$ cat src/rtl/bringup_vram_march.sv
`default_nettype none
// ============================================================================
//  Module   : bringup_vram_march
//  Purpose  : Four-phase march test over both VRAM byte lanes with programmable
//             access timing; counts and locates read mismatches.
//  Revision : 1.0  initial release
// ============================================================================
module bringup_vram_march #(
  parameter int ADDR_BITS     = 15,
  parameter int SETUP_CYCLES  = 2,
  parameter int STROBE_CYCLES = 4,
  parameter int HOLD_CYCLES   = 1,
  parameter int TURN_CYCLES   = 4,
  parameter int PATTERN       = 0,
  parameter int ERR_BITS      = 16
) (
  input  logic                clock,
  input  logic                reset_n,
  input  logic                start,
  output logic                busy,
  output logic                done,
  output logic                pass,
  output logic [ERR_BITS-1:0] err_count,
  output logic [14:0]         fail_addr,
  output logic [1:0]          fail_phase,
  output logic [1:0]          fail_lane,
  output logic                lvl_va_dir,
  output logic                lvl_vd_dir,
  output logic                vrd_n,
  output logic                vawr_n,
  output logic                vbwr_n,
  output logic                va14,
  output logic [13:0]         vaa,
  output logic [13:0]         vab,
  output logic [7:0]          vda_o,
  output logic [7:0]          vdb_o,
  input  logic [7:0]          vda_i,
  input  logic [7:0]          vdb_i,
  output logic                led7,
  output logic                led8
);

  typedef enum logic [2:0] {
    ST_IDLE   = 3'd0,
    ST_SETUP  = 3'd1,
    ST_STROBE = 3'd2,
    ST_HOLD   = 3'd3,
    ST_TURN   = 3'd4
  } state_t;

  localparam int                  c_CNT_W       = 16;
  localparam logic [c_CNT_W-1:0]  c_SETUP_LAST  = c_CNT_W'(SETUP_CYCLES - 1);
  localparam logic [c_CNT_W-1:0]  c_STROBE_LAST = c_CNT_W'(STROBE_CYCLES - 1);
  localparam logic [c_CNT_W-1:0]  c_HOLD_LAST   = c_CNT_W'(HOLD_CYCLES - 1);
  localparam logic [c_CNT_W-1:0]  c_TURN_LAST   = c_CNT_W'(TURN_CYCLES - 1);
  localparam logic [ADDR_BITS-1:0] c_ADDR_LAST  = '1;

  state_t               r_state, w_state_next;
  logic [1:0]           r_phase, w_phase_next;
  logic [ADDR_BITS-1:0] r_addr, w_addr_next, w_addr_step;
  logic [c_CNT_W-1:0]   r_cnt, w_cnt_next;
  logic                 w_start_ok, w_phase_end, w_to_idle;

  // Phase bit 1 selects inverted data and the downward walk.
  function automatic logic [7:0] pat_data(input logic [ADDR_BITS-1:0] a, input logic inv);
    logic [7:0] d;
    if (PATTERN == 0) d = 8'(a);
    else              d = a[0] ? 8'hAA : 8'h55;
    return inv ? ~d : d;
  endfunction

  always_comb begin
    w_state_next = r_state;
    w_phase_next = r_phase;
    w_addr_next  = r_addr;
    w_cnt_next   = r_cnt + 1'b1;
    w_to_idle    = 1'b0;
    w_start_ok   = (r_state == ST_IDLE) && start;
    w_phase_end  = r_phase[1] ? (r_addr == '0) : (r_addr == c_ADDR_LAST);
    w_addr_step  = r_phase[1] ? (r_addr - 1'b1) : (r_addr + 1'b1);
    case (r_state)
      ST_IDLE: begin
        w_cnt_next = '0;
        if (start) begin
          w_state_next = ST_SETUP;
          w_phase_next = 2'd0;
          w_addr_next  = '0;
        end
      end
      ST_SETUP: if (r_cnt == c_SETUP_LAST) begin
        w_state_next = ST_STROBE;
        w_cnt_next   = '0;
      end
      ST_STROBE: if (r_cnt == c_STROBE_LAST) begin
        w_state_next = ST_HOLD;
        w_cnt_next   = '0;
      end
      ST_HOLD: if (r_cnt == c_HOLD_LAST) begin
        w_cnt_next = '0;
        if (!w_phase_end) begin
          w_state_next = ST_SETUP;
          w_addr_next  = w_addr_step;
        end else if (r_phase == 2'd3) begin
          w_state_next = ST_IDLE;
          w_to_idle    = 1'b1;
        end else begin
          // Write phases wrap into the start of the next read; reads restart where they ended.
          w_state_next = ST_TURN;
          if (!r_phase[0]) w_addr_next = w_addr_step;
        end
      end
      ST_TURN: if (r_cnt == c_TURN_LAST) begin
        w_state_next = ST_SETUP;
        w_phase_next = r_phase + 2'd1;
        w_cnt_next   = '0;
      end
      default: w_state_next = ST_IDLE;
    endcase
  end

  always_ff @(posedge clock or negedge reset_n) begin
    if (!reset_n) begin
      r_state <= ST_IDLE;
      r_phase <= 2'd0;
      r_addr  <= '0;
      r_cnt   <= '0;
    end else begin
      r_state <= w_state_next;
      r_phase <= w_phase_next;
      r_addr  <= w_addr_next;
      r_cnt   <= w_cnt_next;
    end
  end

  // Pin registers are loaded from next-state values so they line up with the state.
  logic        r_vrd_n, r_vwr_n, r_vd_dir;
  logic [14:0] r_pin_addr;
  logic [7:0]  r_pin_data;
  logic        w_acc_next, w_wr_next;

  assign w_acc_next = (w_state_next == ST_SETUP) || (w_state_next == ST_STROBE) ||
                      (w_state_next == ST_HOLD);
  assign w_wr_next  = !w_phase_next[0];

  always_ff @(posedge clock or negedge reset_n) begin
    if (!reset_n) begin
      r_vrd_n    <= 1'b1;
      r_vwr_n    <= 1'b1;
      r_vd_dir   <= 1'b0;
      r_pin_addr <= '0;
      r_pin_data <= '0;
    end else begin
      r_vrd_n    <= !((w_state_next == ST_STROBE) && !w_wr_next);
      r_vwr_n    <= !((w_state_next == ST_STROBE) && w_wr_next);
      r_vd_dir   <= w_acc_next && w_wr_next;
      r_pin_addr <= 15'(w_addr_next);
      r_pin_data <= pat_data(w_addr_next, w_phase_next[1]);
    end
  end

  logic                r_cmp_vld, r_busy, r_done, r_pass;
  logic [7:0]          r_rd_a, r_rd_b, r_exp;
  logic [14:0]         r_cmp_addr, r_fail_addr;
  logic [1:0]          r_cmp_phase, r_fail_phase, r_fail_lane;
  logic [ERR_BITS-1:0] r_err_count;
  logic [1:0]          w_mis;
  logic                w_err_hit;

  assign w_mis     = {r_rd_b != r_exp, r_rd_a != r_exp};
  assign w_err_hit = r_cmp_vld && (w_mis != 2'b00);

  always_ff @(posedge clock or negedge reset_n) begin
    if (!reset_n) begin
      r_cmp_vld    <= 1'b0;
      r_rd_a       <= '0;
      r_rd_b       <= '0;
      r_exp        <= '0;
      r_cmp_addr   <= '0;
      r_cmp_phase  <= '0;
      r_busy       <= 1'b0;
      r_done       <= 1'b0;
      r_pass       <= 1'b0;
      r_err_count  <= '0;
      r_fail_addr  <= '0;
      r_fail_phase <= '0;
      r_fail_lane  <= '0;
    end else begin
      r_cmp_vld <= (r_state == ST_STROBE) && (r_cnt == c_STROBE_LAST) && r_phase[0];
      if ((r_state == ST_STROBE) && (r_cnt == c_STROBE_LAST)) begin
        r_rd_a      <= vda_i;
        r_rd_b      <= vdb_i;
        r_exp       <= pat_data(r_addr, r_phase[1]);
        r_cmp_addr  <= 15'(r_addr);
        r_cmp_phase <= r_phase;
      end
      r_busy <= (w_state_next != ST_IDLE);
      if (w_start_ok) begin
        r_done       <= 1'b0;
        r_pass       <= 1'b0;
        r_err_count  <= '0;
        r_fail_addr  <= '0;
        r_fail_phase <= '0;
        r_fail_lane  <= '0;
      end else begin
        if (w_err_hit) begin
          if (r_err_count != '1) r_err_count <= r_err_count + 1'b1;
          if (r_err_count == '0) begin
            r_fail_addr  <= r_cmp_addr;
            r_fail_phase <= r_cmp_phase;
            r_fail_lane  <= w_mis;
          end
        end
        // The last compare can land on the same edge as the return to idle.
        if (w_to_idle) begin
          r_done <= 1'b1;
          r_pass <= !w_err_hit && (r_err_count == '0);
        end
      end
    end
  end

  assign busy       = r_busy;
  assign done       = r_done;
  assign pass       = r_pass;
  assign err_count  = r_err_count;
  assign fail_addr  = r_fail_addr;
  assign fail_phase = r_fail_phase;
  assign fail_lane  = r_fail_lane;
  assign lvl_va_dir = 1'b1;
  assign lvl_vd_dir = r_vd_dir;
  assign vrd_n      = r_vrd_n;
  assign vawr_n     = r_vwr_n;
  assign vbwr_n     = r_vwr_n;
  assign va14       = r_pin_addr[14];
  assign vaa        = r_pin_addr[13:0];
  assign vab        = r_pin_addr[13:0];
  assign vda_o      = r_pin_data;
  assign vdb_o      = r_pin_data;
  assign led7       = r_busy;
  assign led8       = r_pass;

endmodule
`default_nettype wire

$ cat config.mk
export PLATFORM = sky130hd
export DESIGN_NAME = bringup_vram_march
export DESIGN_NICKNAME = d
export VERILOG_FILES = /design/src/rtl/bringup_vram_march.sv
export SDC_FILE = /design/constraint.sdc
export NUM_CORES = 1
export LEC_CHECK = 0
export CAP_MARGIN = 5
export CORE_MARGIN = 5
export CORE_UTILIZATION = 50
export CTS_CLUSTER_DIAMETER = 50
export DETAILED_ROUTE_END_ITERATION = 10
export HOLD_SLACK_MARGIN = 0.08
export PLACE_DENSITY_LB_ADDON = 0.2
export SETUP_SLACK_MARGIN = 0.05
export SYNTH_ARGS = -nofsm -noshare
export SYNTH_HDL_FRONTEND = slang
export SYNTH_SLANG_ARGS = --single-unit
$ cat constraint.sdc
create_clock -name clock -period 3 [get_ports clock]
set_input_delay 0.45 -clock clock [delete_from_list [all_inputs] [get_ports clock]]
set_output_delay 0.45 -clock clock [all_outputs]
set_load 0.05 [all_outputs]
# --- After elaboration in Yosys (flattened, before gate mapping) ---
# Index checks and enable logic that the tools add are counted.
word_totals:
  regBits: 127
  output_inout_bits: 90
op_classes:
  n_addsub: 5
  bitwise_logic: 2
  n_mux: 46
  n_eq_ne: 18
  reduce_logical: 29
op_table:
  columns: ["op", "n"]
  rows:
  - ["15-bit two-way mux", 9]
  - ["16-bit two-way mux", 6]
  - ["16-bit one-hot mux with 4 select lines", 1]
  - ["16-bit by 1-bit adder with 16-bit output (second input constant)", 2]
  - ["16-bit zero test", 2]
  - ["15-bit one-hot mux with 2 select lines", 1]
  - ["8-bit two-way mux", 3]
  - ["3-bit two-way mux", 7]
  - ["16-bit by 1-bit == test with 1-bit output (second input constant)", 1]
  - ["16-bit by 2-bit == test with 1-bit output (second input constant)", 1]
  - ["2-bit two-way mux", 8]
  - ["16-bit inequality test (second input constant)", 1]
  - ["8-bit inequality test", 2]
  - ["8-bit inverter", 2]
  - ["15-bit by 1-bit adder with 15-bit output (second input constant)", 1]
  - ["15-bit == test (second input constant)", 1]
  - ["15-bit zero test", 1]
  - ["3-bit one-hot mux with 5 select lines", 1]
  - ["15-bit by 1-bit subtractor with 15-bit output (second input constant)", 1]
  - ["3-bit by 2-bit == test with 1-bit output (second input constant)", 4]
  - ["2-bit nonzero test", 6]
  - ["1-bit two-way mux", 9]
  - ["1-bit logical AND", 8]
  - ["3-bit by 1-bit == test with 1-bit output (second input constant)", 2]
  - ["other kinds (13)", 20]

# --- Logic depth before layout (Yosys ltp) ---
depth:
  word_depth: 9
  depth_mapped: 9

# --- Least setup slack after synthesis ---
# OpenSTA, ideal clock, no wires.
synth_timing:
  path_type: "reg-to-reg"
  start: "reg, netlist name r_pin_addr[0]"
  end: "reg r_pin_addr[14]"
  t_required_ps: 2915
  slack_ps: 324
  arrival_time_ps: 2591
  path_stages_with_launch: 10
  setup_time_ps: 85
  path_cell_list: "dfrtp_1 > buf_2 > inv_1 > fa_1 > nor2b_1 > o31a_1 > o211ai_1 > a221oi_1 > mux2i_1 > mux2i_1"
synth_lines:
  columns: ["item", "line", "rtl"]
  rows:
  - ["end signal, assigned", "156", "r_pin_addr <= 15'(w_addr_next);"]
  - ["end, declared", "137", "logic [14:0] r_pin_addr;"]

# --- Worst setup path in the final report ---
layout_timing:
  start: "reg r_phase[1]"
  end: "reg r_pin_addr[13]"
layout_via:
  elab_chain_cells: 6
  word_cells_on_any_way: 11
  cone_classes: "eq/ne (3); mux (7); reduce/logical (1)"
layout_lines:
  columns: ["item", "line", "rtl"]
  rows:
  - ["start, declared", "59", "logic [1:0] r_phase, w_phase_next;"]
  - ["start signal, assigned", "129", "r_phase <= w_phase_next;"]
  - ["15-bit two-way mux", "80", "w_addr_step = r_phase[1] ? (r_addr - 1'b1) : (r_addr + 1'b1);"]
  - ["15-bit two-way mux", "109", "if (!r_phase[0]) w_addr_next = w_addr_step;"]
  - ["15-bit two-way mux", "103", "end else if (r_phase == 2'd3) begin"]
  - ["15-bit two-way mux", "100", "if (!w_phase_end) begin"]
  - ["15-bit two-way mux", "98", "ST_HOLD: if (r_cnt == c_HOLD_LAST) begin"]
  - ["15-bit one-hot mux with 2 select lines", "81", "case (r_state)"]
# Several ways; a longest one is shown, not always the timed one. The select of a mux whose other input is x is not followed.
# A chain may end at the register's enable or synchronous reset.

==> impl_metrics.csv <==
group,metric,value,unit
grt,groute.usage.overall,20.81,%
place,dp.cells,865,
cells_and_area,final_nets,747,
power_and_ir_drop,power,0.003929,W
hold_path,holdCritPathClass,"in -> async",
sta,slew_viol_final,0,
yosys,yosys.area.top_type,"dfrtp_1",
power_and_ir_drop,p_leak,3.404,nW
sta,finalSetupTns,0,ns
yosys,synth_ff_type,"dfrtp_1",
setup_path,crit_arrival,3.00,ns
yosys,synth.area.top_cells,"dfrtp_1 (47%), mux2_2 (6.1%), xnor2_1 (4.6%)",
grt,grt_pass1_wl,26230,microns
sta,grt_setup_unrepaired,"false",
clock_tree,h-tree-depth,4,
place,placed_cell_area,7727,sq um
clock_tree,cts_tree,"yes",
drt,drcViolationCount,0,
cells_and_area,nFillCells,1078,
yosys,ys_seq_elements,127,
yosys,synth_warnings,0,
setup_path,cp.buffers_inverters,1,
power_and_ir_drop,ir_drop,414.2,uV
grt,first_global_vias,4975,
grt,grt_max_degree,60,
setup_path,cpMostUsedCell,"o21ai_0",
cells_and_area,fin_cells,897,
clock_tree,postCtsHoldBufs,0,
yosys,syn_nets,655,
clock_tree,cts-buffers-inserted,17,
drt,drtIter0Drc,370,
setup_path,rr_worst_depth,8,
setup_path,cp.required,3.33,ns
grt,overflow,0,
setup_path,path_depth,8,
yosys,syn_inst,616,
sta,finalSetupViolCount,0,
yosys,syn_area,6626,sq um
drt,vias_per_cell,5.449,
power_and_ir_drop,p_per_area,471.4,nW/um^2
sta,finalCriticalPeriod,2.662,ns
setup_path,crit_family,"compound AO/OA/AOI/OAI gates",
setup_path,slowest_stage,"a2111oi_0",
clock_tree,cts.sinks,127,
setup_path,criticalPathCategory,"reg -> reg",
yosys,synth_top_area_share,47.21,%
clock_tree,clk_pin_slew,0.06,ns
die,io_pins,109,
place,gp_congestion,0.8779,
clock_tree,cts_root_buf,"clkbuf_16",
die,core_area,13140,sq um
die,die_w,125.1,microns
drt,postRouteAntennaNets,0,
sta,period_share,88.73,%
clock_tree,postCtsResizedCells,0,
drt,dr.pass1.iters,5,
clock_tree,clock_latency,0.42,ns
clock_tree,cts_setup_buffers,0,
cells_and_area,antenna_cells,0,
cells_and_area,final_area,8335,sq um
place,dp_hpwl,11210,microns
drt,drt_wl_total,16000,microns
drt,wl_per_cell,17.83,microns
die,floorplan.initialDensity,50.44,%
job,timing.max_cap.violations,0,
sta,max_freq,0.3757,GHz
yosys,syn_avg_cell_area,10.76,sq um
sta,tightest_slew,0.7829,ns
die,die-area,15660,sq um
setup_path,crit_chain,"buf_4 -> ha_1 -> o21ai_0 -> o21ai_0 -> a2111oi_0 -> o31ai_1 -> xnor2_1 -> o21ai_0",
setup_path,cpPeakStageDelay,0.62,ns
yosys,ys_types,61,
place,portBuffers,107,
sta,max-slew-margin-rel,47.81,%
clock_tree,cts_buffer_depth,2,
sta,skew,0.01170,ns
setup_path,crit_path_end_kind,"register",
cells_and_area,drive_above_1_share,14.01,%
yosys,async_flop_share,100.0,%
yosys,synth_edf_count,0,
cells_and_area,area_delta_synth_final,25.79,%
setup_path,critPathMaxFanout,14,
outcome,outcome,"finished, final reports clean",
sta,hold_viol_final,0,
die,row_count,42,
grt,antenna_found_initial,0,
die,die_height,125.1,microns
yosys,yosysSeqAreaShare,48.00,%
setup_path,cp-start-kind,"register",
drt,vias,4888,
-- registers in the layout, indices dropped and copies added (netlist names), 2 cells and up --
register,flops
err_count,16
r_cnt,16
fail_addr,15
r_cmp_addr,15
r_pin_addr,15
r_exp,8
r_rd_a,8
r_rd_b,8
vda_o,8
r_state,3
fail_lane,2
fail_phase,2
r_cmp_phase,2
r_phase,2
-- synthesized netlist by cell type, types with 3 or more instances --
library cell,number
buf_4,27
buf_6,4
and3_1,10
nand2b_1,3
nor2_1,64
nor3b_1,3
inv_1,12
a21oi_1,29
clkbuf_1,5
o31ai_1,5
nor4_1,7
nor3_1,6
o21ai_0,34
nand4_1,14
and2_1,5
or4_1,3
nand2_1,30
or3_1,14
nand3_1,27
a211oi_1,3
ha_1,19
buf_2,8
a21o_1,5
xnor2_1,35
o211ai_1,4
dfrtp_1,125
mux2i_1,25
nor4_2,4
mux2_2,36
xor2_1,14
-- layer usage --
layer	routed length, microns	vias to the layer above	track usage (%)	part of all wire [%]
li1	-	2341	-	-
met1	7571	2399	29.44	47
met2	7196	132	30.62	45
met3	981	16	6.780	6.1
met4	247	0	6.569	1.5
met5	0	-	0	0
-- cells by family after synthesis --
kind of cell | share of synthesized area, %
DFF | 48.00
muxes | 10.69
xor gates and xnor gates | 6.477
other | 0.05659
AOI/OAI and AO/OA | 9.630
adders and majority gates | 4.060
and+or+nand+nor | 15.73
buffers and inverters | 5.362
-- cell usage in the layout (no fill, tap or decap), drive strengths merged, types with 7 or more instances in the layout --
cell / synthesis / routed
nand3: 27 / 27
nor4: 11 / 11
clkdlybuf4s50: 0 / 106
inv: 12 / 13
buf: 40 / 12
nor3: 7 / 7
xor2: 14 / 14
xnor2: 35 / 35
o21ai: 35 / 35
a21oi: 30 / 30
nand4: 15 / 15
clkbuf: 5 / 19
and3: 10 / 10
or3: 14 / 14
mux2: 38 / 38
ha: 19 / 19
nor2: 65 / 65
mux2i: 26 / 26
dfrtp: 125 / 125
nand2: 30 / 30
-- final cells by class --
| cell class | instances | area [sq um] | share of cell area, % |
|---|---|---|---|
| Tap cell | 176 | 220.2 | 2.642 |
| Timing Repair Buffer | 118 | 1189 | 14.26 |
| Clock buffer | 19 | 442.9 | 5.314 |
| Sequential cell | 127 | 3182 | 38.17 |
| Multi-Input combinational cell | 432 | 3093 | 37.11 |
| Inverter | 12 | 45.04 | 0.5404 |
| Clock inverter | 13 | 163.9 | 1.966 |
-- worst reg2reg max path, cell delays in order, from the launching register on --
cell and delay (ns):
dfrtp_1 0.45, buf_4 0.23, ha_1 0.36, o21ai_0 0.28, o21ai_0 0.18, a2111oi_0 0.62, o31ai_1 0.19, xnor2_1 0.15
o21ai_0 0.14
-- per-stage QoR --
stage                     hold WS, ns  setup WS [ns]  util (%)
final                          0.1113         0.3381     63.45
after global placement         0.4611         0.3784     58.82
after global routing           0.1698         0.1064     63.45
after floorplan                0.1544         0.3239         -
after CTS                      0.1187         0.2865     63.44
after detailed placement       0.4714         0.3023     58.82
-- final timing paths --
check | startpoint | slack (ns) | end
setup / recovery | r_phase[1]$_DFF_PN0_ | 0.34 | r_pin_addr[13]$_DFFE_PN0P_
min in group clock | r_cmp_addr[0]$_DFFE_PN0P_ | 0.49 | r_cmp_addr[0]$_DFFE_PN0P_
hold / removal | reset_n | 0.11 | err_count[4]$_DFFE_PN0P_
max in group asynchronous | reset_n | 2.16 | vawr_n$_DFF_PN1_
hold reg to reg | r_cmp_addr[0]$_DFFE_PN0P_ | 0.49 | r_cmp_addr[0]$_DFFE_PN0P_
setup reg to reg | r_phase[1]$_DFF_PN0_ | 0.34 | r_pin_addr[13]$_DFFE_PN0P_
-- where the power goes --
part | internal [W] | switching [W] | leakage (nW)
Combinational | 0.0000406 | 0.0000479 | 1.70
Sequential | 0.00173 | 0.00000829 | 1.43
Clock | 0.00133 | 0.000779 | 0.282
Total | 0.00309 | 0.000835 | 3.40
(Power assumes the default switching activity.)
